File: src/rtl/pc_fetch_ctrl.sv
// pc_fetch_ctrl: IF-stage program-counter controller.
//
// Produces the instruction ROM fetch address from the ID-stage branch request.
// It also handles pipeline stalls and exception flushes.
//
// Held branches: a taken branch can resolve while IF is stalled. In that case the
// target is held until the delay-slot instruction (the one at the current pc) has
// actually been fetched. Only then does the pc redirect.
//
// Optional feature (macro PC_ALIGN_CHECK_EN):
//   - Adds the fetch_addr_err output.
//   - A pc with pc[1:0] != 0 raises fetch_addr_err and suppresses rom_en.
//   - fetch_addr_err stays set until a flush loads an aligned pc.
//
// Parameters:
//   ADDR_WIDTH  width of the pc and of all address ports
//   RESET_PC    pc value loaded on reset
//
// Ports:
//   clk                       system clock, rising edge
//   rst                       asynchronous, active-high reset
//   stall_if                  IF hold from the pipeline controller
//   flush                     exception/eret flush; overrides everything
//   flush_pc                  flush target
//   branch_flag               taken branch from ID
//   branch_addr               branch target from ID
//   next_inst_delayslot_flag  instruction now in ID has a delay slot
//   rom_ready                 instruction memory accepted rom_addr this cycle
//   rom_en                    fetch request valid (registered)
//   rom_addr                  fetch address, equal to pc
//   pc                        current fetch pc, forwarded to IF/ID
//   in_delayslot              registered delay-slot marker for ID
//   fetch_addr_err            misaligned-pc flag (PC_ALIGN_CHECK_EN only)
//   branch_pending            a taken branch is being held

module pc_fetch_ctrl #(
    parameter int unsigned           ADDR_WIDTH = 32,
    parameter logic [ADDR_WIDTH-1:0] RESET_PC   = 32'hBFC00000
) (
    input  logic                  clk,
    input  logic                  rst,
    input  logic                  stall_if,
    input  logic                  flush,
    input  logic [ADDR_WIDTH-1:0] flush_pc,
    input  logic                  branch_flag,
    input  logic [ADDR_WIDTH-1:0] branch_addr,
    input  logic                  next_inst_delayslot_flag,
    input  logic                  rom_ready,
    output logic                  rom_en,
    output logic [ADDR_WIDTH-1:0] rom_addr,
    output logic [ADDR_WIDTH-1:0] pc,
    output logic                  in_delayslot,
`ifdef PC_ALIGN_CHECK_EN
    output logic                  fetch_addr_err,
`endif
    output logic                  branch_pending
);

    typedef enum logic [1:0] {
        StBoot,
        StRun,
        StHold
    } state_e;

    state_e                  state_q, state_d;
    logic [ADDR_WIDTH-1:0]   pc_q, pc_d;
    logic [ADDR_WIDTH-1:0]   pend_addr_q, pend_addr_d;
    logic                    branch_pending_q, branch_pending_d;
    logic                    in_delayslot_q, in_delayslot_d;
    logic                    rom_en_q, rom_en_d;
    logic                    fetch_done;

    // A fetch only completes when memory takes the request and IF is free to advance.
    // Completion is also the moment the ID stage advances.
    assign fetch_done = rom_en_q & rom_ready & ~stall_if;

    always_comb begin
        state_d          = state_q;
        pc_d             = pc_q;
        pend_addr_d      = pend_addr_q;
        branch_pending_d = branch_pending_q;
        in_delayslot_d   = in_delayslot_q;

        if (flush) begin
            pc_d             = flush_pc;
            branch_pending_d = 1'b0;
            in_delayslot_d   = 1'b0;
            state_d          = StRun;
        end else begin
            if (fetch_done) begin
                in_delayslot_d = next_inst_delayslot_flag;
            end
            unique case (state_q)
                StBoot: begin
                    state_d = StRun;
                end
                StRun: begin
                    if (branch_flag) begin
                        if (fetch_done) begin
                            pc_d = branch_addr;
                        end else begin
                            // The delay slot has not been fetched yet.
                            // Park the target until it has been.
                            pend_addr_d      = branch_addr;
                            branch_pending_d = 1'b1;
                            state_d          = StHold;
                        end
                    end else if (fetch_done) begin
                        pc_d = pc_q + ADDR_WIDTH'(4);
                    end
                end
                StHold: begin
                    // ID is stalled while a branch is held.
                    // A new branch_flag here is therefore ignored.
                    if (fetch_done) begin
                        pc_d             = pend_addr_q;
                        branch_pending_d = 1'b0;
                        state_d          = StRun;
                    end
                end
                default: begin
                    state_d = StBoot;
                end
            endcase
        end
    end

`ifdef PC_ALIGN_CHECK_EN
    logic fetch_addr_err_q, fetch_addr_err_d;

    // While misaligned, no fetch can complete, so only a flush can move pc.
    // The flag therefore tracks the alignment of pc directly.
    assign fetch_addr_err_d = |pc_d[1:0];
    assign rom_en_d         = (state_d != StBoot) & ~fetch_addr_err_d;
    assign fetch_addr_err   = fetch_addr_err_q;
`else
    assign rom_en_d         = (state_d != StBoot);
`endif

    always_ff @(posedge clk or posedge rst) begin
        if (rst) begin
            state_q          <= StBoot;
            pc_q             <= RESET_PC;
            pend_addr_q      <= '0;
            branch_pending_q <= 1'b0;
            in_delayslot_q   <= 1'b0;
            rom_en_q         <= 1'b0;
`ifdef PC_ALIGN_CHECK_EN
            fetch_addr_err_q <= 1'b0;
`endif
        end else begin
            state_q          <= state_d;
            pc_q             <= pc_d;
            pend_addr_q      <= pend_addr_d;
            branch_pending_q <= branch_pending_d;
            in_delayslot_q   <= in_delayslot_d;
            rom_en_q         <= rom_en_d;
`ifdef PC_ALIGN_CHECK_EN
            fetch_addr_err_q <= fetch_addr_err_d;
`endif
        end
    end

    assign pc             = pc_q;
    assign rom_addr       = pc_q;
    assign rom_en         = rom_en_q;
    assign in_delayslot   = in_delayslot_q;
    assign branch_pending = branch_pending_q;

endmodule

File: config.mk
export PLATFORM = sky130hd
export DESIGN_NAME = pc_fetch_ctrl
export DESIGN_NICKNAME = d
export VERILOG_FILES = /design/src/rtl/pc_fetch_ctrl.sv
export SDC_FILE = /design/constraint.sdc
export NUM_CORES = 1
export LEC_CHECK = 0
export CORE_UTILIZATION = 41
export DETAILED_ROUTE_END_ITERATION = 8
export PLACE_DENSITY = 0.8
export SLEW_MARGIN = 20
export SYNTH_ARGS = -nofsm -noshare
export SYNTH_HDL_FRONTEND = slang
export SYNTH_SLANG_ARGS = --single-unit
export TNS_END_PERCENT = 100
File: constraint.sdc
create_clock -name clk -period 4.9 [get_ports clk]
set_input_delay 0.49 -clock clk [delete_from_list [all_inputs] [get_ports clk]]
set_output_delay 0.49 -clock clk [all_outputs]
set_load 0.005 [all_outputs]
==> Word-level counts from Yosys, hierarchy flattened <==
Cells that the tools add are included.
{ "totals": {"ff_bits": 69, "input_bits": 71} }
{ "op_classes": {"n_addsub": 1, "eq_ne": 6, "n_mux": 18, "n_bitwise": 5, "n_reduce_logical": 7} }
{ "op_table": {"columns": ["op", "n"], "rows": [
  ["2-to-1 mux 32 bit", 5],
  ["one-hot mux 32 bit (2 select lines)", 1],
  ["adder 32 x 3 -> 32 bit, second input constant", 1],
  ["!= test 3 bit, second input constant", 4],
  ["2-to-1 mux 2 bit", 4],
  ["AND reduction 4 bit", 2],
  ["2-to-1 mux 1 bit", 6],
  ["one-hot mux 2 bit (3 select lines)", 1],
  ["nonzero test 2 bit", 2],
  ["NOT 1 bit", 3],
  ["AND reduction 3 bit", 1],
  ["nonzero test 3 bit", 1],
  ["AND 1 bit", 2],
  ["== test 2 x 1 -> 1 bit, second input constant", 1],
  ["== test 2 bit, second input constant", 1],
  ["logical NOT 2 bit", 1],
  ["one-hot mux 1 bit (2 select lines)", 1]
]} }

==> Logic depth before layout (Yosys ltp) <==
{ "depth": {"word_depth": 7, "ltp_mapped": 9, "depth_no_buf": 6} }

==> Least setup slack after synthesis <==
No wires, ideal clock.
{ "synth_timing": {"path_kind": "reg2reg", "from": "register pc_q[2] (netlist: pc[2])", "to": "register pc_q[26] (netlist: pc[26])", "setup_ps": 84, "t_arrival_ps": 1800, "required_ps": 4816, "setup_slack_ps": 3016, "path_stages_with_launch": 7, "period_less_slack_ps": 1884, "path_cell_list": "dfrtp_1 -> ha_1 -> nand3_1 -> nor4_4 -> nand4_1 -> xnor2_1 -> a311o_1"} }
{ "synth_via": {"elab_chain_len": 5} }
{ "synth_lines": {"columns": ["element", "line", "source"], "rows": [
  ["from (decl)", "66", "logic [ADDR_WIDTH-1:0] pc_q, pc_d;"],
  ["from (signal assigned)", "153", "pc_q <= pc_d;"],
  ["adder 32 x 3 -> 32 bit", "109", "pc_d = pc_q + ADDR_WIDTH'(4);"],
  ["2-to-1 mux 32 bit", "108", "end else if (fetch_done) begin"],
  ["2-to-1 mux 32 bit", "98", "if (branch_flag) begin"],
  ["one-hot mux 32 bit (2 select lines)", "93", "unique case (state_q)"],
  ["2-to-1 mux 32 bit", "84", "if (flush) begin"]
]} }
Every way passes these cells. The select of a mux whose other input is x is not followed.
A chain may end at the register's enable or synchronous reset.

==> Worst setup path in the final report <==
{ "layout_timing": {"from": "input port branch_flag", "to": "register pc_q[12] (netlist: pc[12])"} }
{ "layout_via": {"elab_chain_len": 3} }
{ "layout_lines": {"columns": ["element", "line", "source"], "rows": [
  ["from (decl)", "45", "input logic branch_flag,"],
  ["2-to-1 mux 32 bit", "98", null],
  ["one-hot mux 32 bit (2 select lines)", "93", null],
  ["2-to-1 mux 32 bit", "84", null]
]} }
Every way passes these cells.

==> results_dict.tcl <==
set metrics [dict create \
    cp.arrival_ps 2990 \
    die_h_um 108 \
    synth_commonest_cells "dfrtp_1, nand2_1, nor2_1, mux2_2" \
    post_cts_buffers 0 \
    clock_skew_ps 7.53 \
    synth_edf_count 0 \
    hold_buffers 0 \
    synth_seq_area_share_pct 38.0 \
    finalWorstSetupSlack_ps 2190 \
    reg2reg_from "pc[9]" \
    status "finished, final reports clean" \
    synth_cell_type_count 71 \
    cp-start-kind "input port" \
    worstPathMaxFanout 23 \
    synth_area_leaders "dfrtp_1, mux2_2, buf_4" \
    dp_hpwl_mm 9.84 \
    setup_viol 0 \
    vias 4503 \
    synthesis.nets 579 \
    timing.rr.end "pc[19]" \
    grt_pass1_wl_mm 21.7 \
    power_frac_seq_pct 42.6 \
    max_freq_mhz 370 \
    drive_gt1_share_pct 14.3 \
    post-synth-top-area-cell "dfrtp_1" \
    clockBufferDepth 2 \
    globalRouteOverflowTotal 0 \
    internal-power_mw 1.35 \
    cts_resized 0 \
    synth_seq_cells 69 \
    grt_max_degree 44 \
    tritoncts "done" \
    clk_latency_ps 350 \
    first_global_vias 4211 \
    hold_class "register to register" \
    ys.flop_type "dfrtp_1" \
    viasPerCell 6.08 \
    yosysMostFrequentCell "dfrtp_1" \
    cts_sinks 69 \
    synth-async-reset-ratio_pct 100 \
    synth_top_cell_area_share_pct 32.8 \
    cp-end-kind "register" \
    start_util_pct 42.2 \
    crit_type "input port to register" \
    ff2ff_setup_slack_ps 2490 \
    power.density_nw_per_um2 318 \
    cts-root-buf "clkbuf_8" \
    final_core_util_pct 55.4 \
    startpoint "branch_flag" \
    n_antenna_cell 0 \
    die_w_um 108 \
    dr.first_iter.drc_count 382 \
    wirelength_mm 14.0 \
    cp_data_required_time_ps 5190 \
    combPwrFrac_pct 28.1 \
    dieArea_um2 11600 \
    numCtsBuffers 9 \
    ys_warn_count 0 \
    swShare_pct 29.5 \
    synth_area_um2 4570 \
    ios 138 \
    power.leakage_nw 2.37 \
    synth_cells 507 \
    port_buffers 137 \
    pwr-share-clk_pct 29.3 \
    period_share_pct 55.2 \
    drc 0 \
    hold_violations 0 \
    cts.clk_slew.worst_paths_ps 70 \
    core_um2 10800 \
    layout.nets 668 \
    p_sw_mw 0.563 \
    min_from "pend_addr_q[2]" \
    grt_antenna_before_repair 0 \
    grt_usage_pct 24.5 \
    period_needed_ps 2710 \
    final_max_slew_viol_count 0 \
    gp_congestion 0.863 \
    maxCapViolations 0 \
    cts.htree.levels 3 \
    routedWlPerCell_um 19.0 \
    rsz0062_at_grt "no" \
    avgSynthCellArea_um2 9.02 \
    slew_headroom_pct 45.3 \
    ant_nets 0 \
    tightest_slew_ps 819 \
    hold_path_depth 1 \
    vdd_drop_max_mv 0.152 \
    area_delta_synth_final_pct 31.4 \
    fin_setup_tns_ps 0 \
    min_to "pend_addr_q[2]" \
    post-place-ws_ps 1960 \
    drt-pass1-iter-count 5 \
    rows 38 \
    reg2regPathDepth 5 \
]
through the flow:
| step | instance area [µm²] | cells | total power, mW | hold slack (ps) |
|---|---|---|---|---|
| final | 6010 | 741 | 1.91 | 510 |
| after global routing | 6010 | 741 | 2.00 | 522 |
| after global placement | 5770 | 725 | 1.33 | 484 |
| after floorplan | 4570 | 507 | 1.11 | 471 |
| after CTS | 6010 | 741 | 1.92 | 509 |
| after detailed placement | 5770 | 725 | 1.35 | 489 |
power by group through the flow:
stage | combinational, mW | clock (mW) | sequential [mW]
after global routing | 0.581 | 0.588 | 0.828
after global placement | 0.519 | 0 | 0.810
final | 0.536 | 0.561 | 0.813
after detailed placement | 0.534 | 0 | 0.819
after CTS | 0.537 | 0.569 | 0.809
after floorplan | 0.319 | 0 | 0.787
worst max path at each step:
stage                          end  slack, ps  cells past startpoint
floorplan           branch_pending       2690                      1
global placement            pc[12]       2010                      5
detailed placement          pc[10]       1960                      6
CTS                 pend_addr_q[8]       2290                      7
global route        pend_addr_q[8]       2100                      7
finish                      pc[12]       2190                      5
flip-flops by register name, summed over array words and instances (netlist names):
register and cells:
pc 32, pend_addr_q 32, state_q 2, branch_pending 1, in_delayslot 1, rom_en 1
routing by layer:
layer	share of wire, %	track usage, %
met4	3.6	13.3
met5	0	0
met1	40	32.4
met3	9.6	5.51
met2	46	37.2
worst max-delay path: stages:
cell and delay (ps):
clkdlybuf4s50_1 710, inv_1 740, nand2_1 520, o221ai_1 330, o311a_1 190
cells by family (layout without fill, tap and decap cells):
kind of cell,count (synthesis),after routing,synth area share [%]
adders and majority gates,1,1,0.274
muxes,35,35,8.59
DFF,69,69,38.0
and+or+nand+nor,187,187,21.8
buffers and inverters,74,168,9.30
xor gates and xnor gates,12,12,2.46
AOI/OAI and AO/OA,129,129,19.6
final cells by class:
type,count,area [µm²]
Tap cell,140,175
Clock buffer,10,128
Sequential cell,69,1740
Inverter,9,33.8
Fill cell,959,4830
Multi-Input combinational cell,364,2410
Timing Repair Buffer,143,1410
Clock inverter,6,111
placed cells by master (no fill, tap or decap), types with 4 or more instances in the layout:
cell and instances:
nand2_1 53, xnor2_1 4, nand4_1 9, a21oi_1 32, or2_2 4, a211oi_1 9, o31ai_1 8, mux2_2 34
clkbuf_8 9, a31oi_1 7, buf_4 6, xor2_1 7, and2_1 5, and3_1 8, dfstp_2 9, a21o_1 5
nor2_1 42, clkdlybuf4s50_1 136, nand3_1 21, o31a_1 4, inv_1 8, dfrtp_1 60, nand2b_1 7, nor3_1 13
o21ai_0 22
No activity file was read; power rests on OpenSTA's default activity.
==> variant 1: new RTL, config.mk and constraints unchanged <==
Take the reset off `pend_addr_q` and load it in a clocked block of its own.
--- a/src/rtl/pc_fetch_ctrl.sv
+++ b/src/rtl/pc_fetch_ctrl.sv
@@ -141,7 +141,6 @@
         if (rst) begin
             state_q          <= StBoot;
             pc_q             <= RESET_PC;
-            pend_addr_q      <= '0;
             branch_pending_q <= 1'b0;
             in_delayslot_q   <= 1'b0;
             rom_en_q         <= 1'b0;
@@ -151,7 +150,6 @@
         end else begin
             state_q          <= state_d;
             pc_q             <= pc_d;
-            pend_addr_q      <= pend_addr_d;
             branch_pending_q <= branch_pending_d;
             in_delayslot_q   <= in_delayslot_d;
             rom_en_q         <= rom_en_d;
@@ -159,6 +157,10 @@
             fetch_addr_err_q <= fetch_addr_err_d;
 `endif
         end
+    end
+
+    always_ff @(posedge clk) begin
+        pend_addr_q <= pend_addr_d;
     end
 
     assign pc             = pc_q;
Formal check against the unedited RTL: same outputs for any inputs over 10 cycles, from zero or initial values and one cycle with rst high; that may be too few to reach the edited logic, so the function may still have changed.
==> variant 1 against the unedited design <==
First-iteration DRC count is 20% higher; sequential cell count did not move; setup slack got worse by 150 ps; utilization increased by 0.80 points; routed wire length decreased by 2.3%; total power decreased by 7.0%; area after synthesis is 5.0% lower; cell area is 3.8% lower; largest cell class unchanged; largest power group unchanged; highest routed layer unchanged.
==> variant 1: results (changes against the unedited design) <==
| Metric | Value |
|---|---|
| Sequential area share after synthesis | 43.7% (+5.7 points) |
| Vias in the first global route | 4072 (-3.3%) |
| Resized Gates After CTS | 0 (unchanged) |
| Layout Skew | 7.90 ps (+0.369 ps) |
| Synth top area cells | edfxtp_1, dfrtp_1, buf_4 |
| Pre-CTS WS | 1770 ps (-187 ps) |
| Hold WC Path Type | input pin to asynchronous set/reset pin |
| Outcome | finished clean |
| TritonCTS Buffers | 9 (unchanged) |
| Rel. slew slack | 21.0% (-24 points) |
| Ys Warns | 0 (unchanged) |
| Skew-Pair Late Insertion Delay | 360 ps |
| Top cells by count, synth | nand2_1, buf_4, edfxtp_1 |
| Endpoints failing hold | 0 (unchanged) |
| Synthesized Nets | 543 (-6.2%) |
| Clock-pin slew on the worst setup and hold paths | approximately 80 ps |
| DR iter-0 viols | 458 (+20%) |
| Slowest CP cell | nor2_1 |
| Input/output buffers | 137 (unchanged) |
| Initial antenna violation count | 0 (unchanged) |
| Async S/R FF share, synth | 53.6% (-46 points) |
| Final wirelength | 13700 um (-2.3%) |
| Post-CTS setup buffer count | 0 (unchanged) |
| R2R setup slack | 2300 ps (-190 ps) |
| Final GP Congestion | 0.869 (+0.63%) |
| Pleak | 0.00212 uW (-10%) |
| Antenna Cells | 0 (unchanged) |
| CP peak stage delay | 1040 ps (+300 ps) |
| EDFF count, synth | 32 (+32) |
| Clock Path Buffers | 2 (unchanged) |
| CTS Root Cell | clkbuf_8 |
| All-Layer GR Usage | 25.2% (+0.60 points) |
| Largest net degree at the start of global routing | 53 (+20%) |
| Share of layout cells above drive strength 1 | 8.67% (-5.6 points) |
| First drt pass iteration count | 5 (unchanged) |
| Fillers | 920 (-4.1%) |
| Hpwl dp | 9090 um (-7.6%) |
| Area share of the largest cell type after synthesis | 22.1% (-11 points) |
| Peak VDD IR | 0.121 mV (-21%) |
| Distinct cells, synth | 73 (+2.8%) |
| Total Nets Final | 632 (-5.4%) |
| Placed cell area | 5530 um2 (-4.1%) |
| First-pass GRT wire length | 21300 um (-1.9%) |
| Arr. time, crit path | 3120 ps (+130 ps) |
| Routed vias | 4247 (-5.7%) |
| Max FO, Critical Path | 14 (-39%) |
| # H-tree levels | 3 (unchanged) |
[variant 1: report_power, final]
group | switching [uW] | internal (uW)
logic | 192 | 252
registers | 78.7 | 666
clock network | 247 | 341
total | 518 | 1260
[variant 1: cells by family after synthesis]
| family | synth area share (%) |
|---|---|
| muxes | 1.41 |
| xor gates and xnor gates | 2.62 |
| adders and majority gates | 0.288 |
| and+or+nand+nor | 21.0 |
| buffers and inverters | 10.4 |
| DFF | 43.7 |
| AOI/OAI and AO/OA | 20.5 |
[variant 1: final timing paths]
path	end	from	depth (start not counted)
worst max-delay path	pc[30]	stall_if	6
worst min-delay path	pc[0]	rst	3
worst max register to register	pc[30]	rom_en	5
worst min register to register	pc[23]	pc[23]	1
max in group asynchronous	pc[25]	rst	3
min in group clk	pc[23]	pc[23]	1
[variant 1: area by class of cell]
cell class,instances,area [um2],share of cell area [%]
Sequential cell,69,1900,32.8
Timing Repair Buffer,144,1420,24.6
Clock inverter,7,123,2.12
Tap cell,136,170,2.94
Multi-Input combinational cell,324,2000,34.6
Inverter,12,45.0,0.779
Clock buffer,9,124,2.14
[variant 1: per-stage QoR]
step	hold slack (ps)	utilization (%)	instances
6_report	547	56.2	701
5_1_grt	571	56.2	701
4_1_cts	544	56.2	701
3_5_place_dp	534	53.8	685
3_3_place_gp	515	53.8	685
2_1_floorplan	506	-	471
[variant 1: metal layers]
layer / up-vias / GRT usage (%) / wire length [um]
met3: 41 / 4.87 / 1280
met4: 0 / 12.6 / 432
met5: - / 0 / 0
li1: 1913 / - / -
met1: 2015 / 32.1 / 5540
met2: 278 / 40.7 / 6480
[variant 1: critical path, delay by kind of cell]
| kind | cells | cell delay (ps) |
|---|---|---|
| buf+inv | 1 | 410 |
| simple gates | 3 | 1680 |
| compound gates | 2 | 540 |
==> variant 2: new RTL, config.mk and constraints unchanged <==
Made on the original files. The parameter `ADDR_WIDTH` goes from 32 to 64.
--- a/src/rtl/pc_fetch_ctrl.sv
+++ b/src/rtl/pc_fetch_ctrl.sv
@@ -34,7 +34,7 @@
 //   branch_pending            a taken branch is being held
 
 module pc_fetch_ctrl #(
-    parameter int unsigned           ADDR_WIDTH = 32,
+    parameter int unsigned           ADDR_WIDTH = 64,
     parameter logic [ADDR_WIDTH-1:0] RESET_PC   = 32'hBFC00000
 ) (
     input  logic                  clk,
Ports: changed (resized branch_addr, flush_pc, pc and rom_addr); port bits go from 138 to 266. No check against the original RTL was run, so the function may have changed too.
==> variant 2 against the unedited design <==
Worst hold slack worse by 17 ps; setup slack lost 480 ps; cell count rose by 96%; combinational power rose by 80%; cell area rose by 93%; area after synthesis up 89%; clock power increased by 120%; sequential cell count rose by 64; total power is 95% higher; sequential power increased by 92%; critical endpoint is now pc[60]; routed wire length up 120%.
==> variant 2: results (changes against the unedited design) <==
| Metric | Value |
|---|---|
| Met3 Wirelength | 2990 um (+120%) |
| Peak VDD IR | 0.270 mV (+77%) |
| DR iter-0 viols | 1036 (+170%) |
| Clock-pin slew on the worst setup and hold paths | 60 ps |
| Vias in the first global route | 8446 (+100%) |
| Layout Skew | 8.32 ps (+0.795 ps) |
| Clock Path Buffers | 2 (unchanged) |
| Placed insts | 1416 (+95%) |
| All-Layer GR Usage | 28.1% (+3.6 points) |
| Resized Gates After CTS | 0 (unchanged) |
| Period utilization | 65.0% (+9.7 points) |
| Routed vias | 8822 (+96%) |
| Pleak | 0.00445 uW (+88%) |
| Fillers | 1805 (+88%) |
| First drt pass iteration count | 6 (+1) |
| P_int | 2620 uW (+95%) |
| Met2 wire length | 14000 um (+120%) |
| Initial antenna violation count | 1 (+1) |
| CP Launch Type | flip-flop |
| Slowest CP cell | or4_1 |
| Rel. slew slack | 27.1% (-18 points) |
| CP peak stage delay | 690 ps (-50 ps) |
| Routed len/inst | 21.1 um (+11%) |
| Outcome | finished clean |
| R2r startpoint | pc[31] |
| Top cells by count, synth | dfrtp_1, nand2_1, a21oi_1 |
| Pre-CTS WS | 1850 ps (-105 ps) |
| Post-CTS setup buffer count | 0 (unchanged) |
| Distinct cells, synth | 74 (+4.2%) |
| Synth Flop Type | dfrtp_1 |
| Wire length on met1 | 12400 um (+120%) |
| Synthesized Nets | 1135 (+96%) |
| Total Nets Final | 1301 (+95%) |
| Placed cell area | 11100 um2 (+92%) |
| Max FO, Critical Path | 12 (-48%) |
| Cells after synthesis | 999 (+97%) |
| Critical Path End | pc[60] |
| M1 GR Usage | 37.1% (+4.7 points) |
| GR Util met3 | 6.37% (+0.86 points) |
| Skew-Pair Late Insertion Delay | 430 ps (+80 ps) |
| Largest net degree at the start of global routing | 102 (+130%) |
| # H-tree levels | 4 (+1) |
| TritonCTS Buffers | 17 (+8) |
| Sequential area share after synthesis | 38.5% (+0.54 points) |
| GRT met2 Usage | 43.9% (+6.7 points) |
| Input/output buffers | 265 (+93%) |
| Share of layout cells above drive strength 1 | 11.5% (-2.8 points) |
| Arr. time, crit path | 3540 ps (+550 ps) |
| Final wirelength | 30600 um (+120%) |
| Residual DRC count | 0 (unchanged) |
| First-pass GRT wire length | 47300 um (+120%) |
| R2R cell count | 6 (+1) |
| Hpwl dp | 20700 um (+110%) |
| Synth top area cells | dfrtp_1, mux2_2, buf_4 |
| CTS Root Cell | clkbuf_16 |
| R2R setup slack | 1720 ps (-770 ps) |
| Final GP Congestion | 0.858 (-0.60%) |
## variant 2: through the flow
step	hold slack [ps]	utilization, %
final	493	56.6
after global routing	514	56.6
after CTS	491	56.6
after detailed placement	479	53.9
after global placement	461	53.9
after floorplan	445	-
## variant 2: worst max-delay path: cells and delay by family, from the launching register on
family           cells  cell delay [ps]
flip-flops           1              630
AND/OR/NAND/NOR      4             2180
AO/OA/AOI/OAI        2              310
## variant 2: cells by family after synthesis
logic type | synth area share [%]
buf+inv | 9.00
fa+ha+maj | 0.144
compound gates | 19.9
xor+xnor | 2.63
mux | 9.10
flops | 38.5
simple gates | 20.7
## variant 2: power groups by stage
stage | registers (uW) | logic [uW] | clock network (uW)
after global placement | 1550 | 937 | 0
after detailed placement | 1560 | 959 | 0
final | 1560 | 964 | 1210
after CTS | 1550 | 965 | 1210
after floorplan | 1490 | 554 | 0
after global routing | 1580 | 1040 | 1260
## variant 2: how the worst min path moves through the flow
stage                         start         endpoint  slack (ps)  depth (start not counted)
floorplan           pend_addr_q[34]  pend_addr_q[34]         440                          2
global placement    pend_addr_q[34]  pend_addr_q[34]         460                          2
detailed placement  pend_addr_q[34]  pend_addr_q[34]         480                          2
CTS                 pend_addr_q[34]  pend_addr_q[34]         490                          2
global route         pend_addr_q[8]   pend_addr_q[8]         510                          1
finish              pend_addr_q[34]  pend_addr_q[34]         490                          2
## variant 2: cell type report
type / instances / area, um2 / share of cell area (%)
diodes: 1 / 2.50 / 0.0216
clock buffers: 26 / 489 / 4.22
clock inverters: 6 / 55.1 / 0.475
inverters: 10 / 42.5 / 0.367
multi-input cells: 725 / 4590 / 39.6
flip-flops and latches: 133 / 3340 / 28.8
well taps: 270 / 338 / 2.91
repair buffers: 278 / 2740 / 23.6
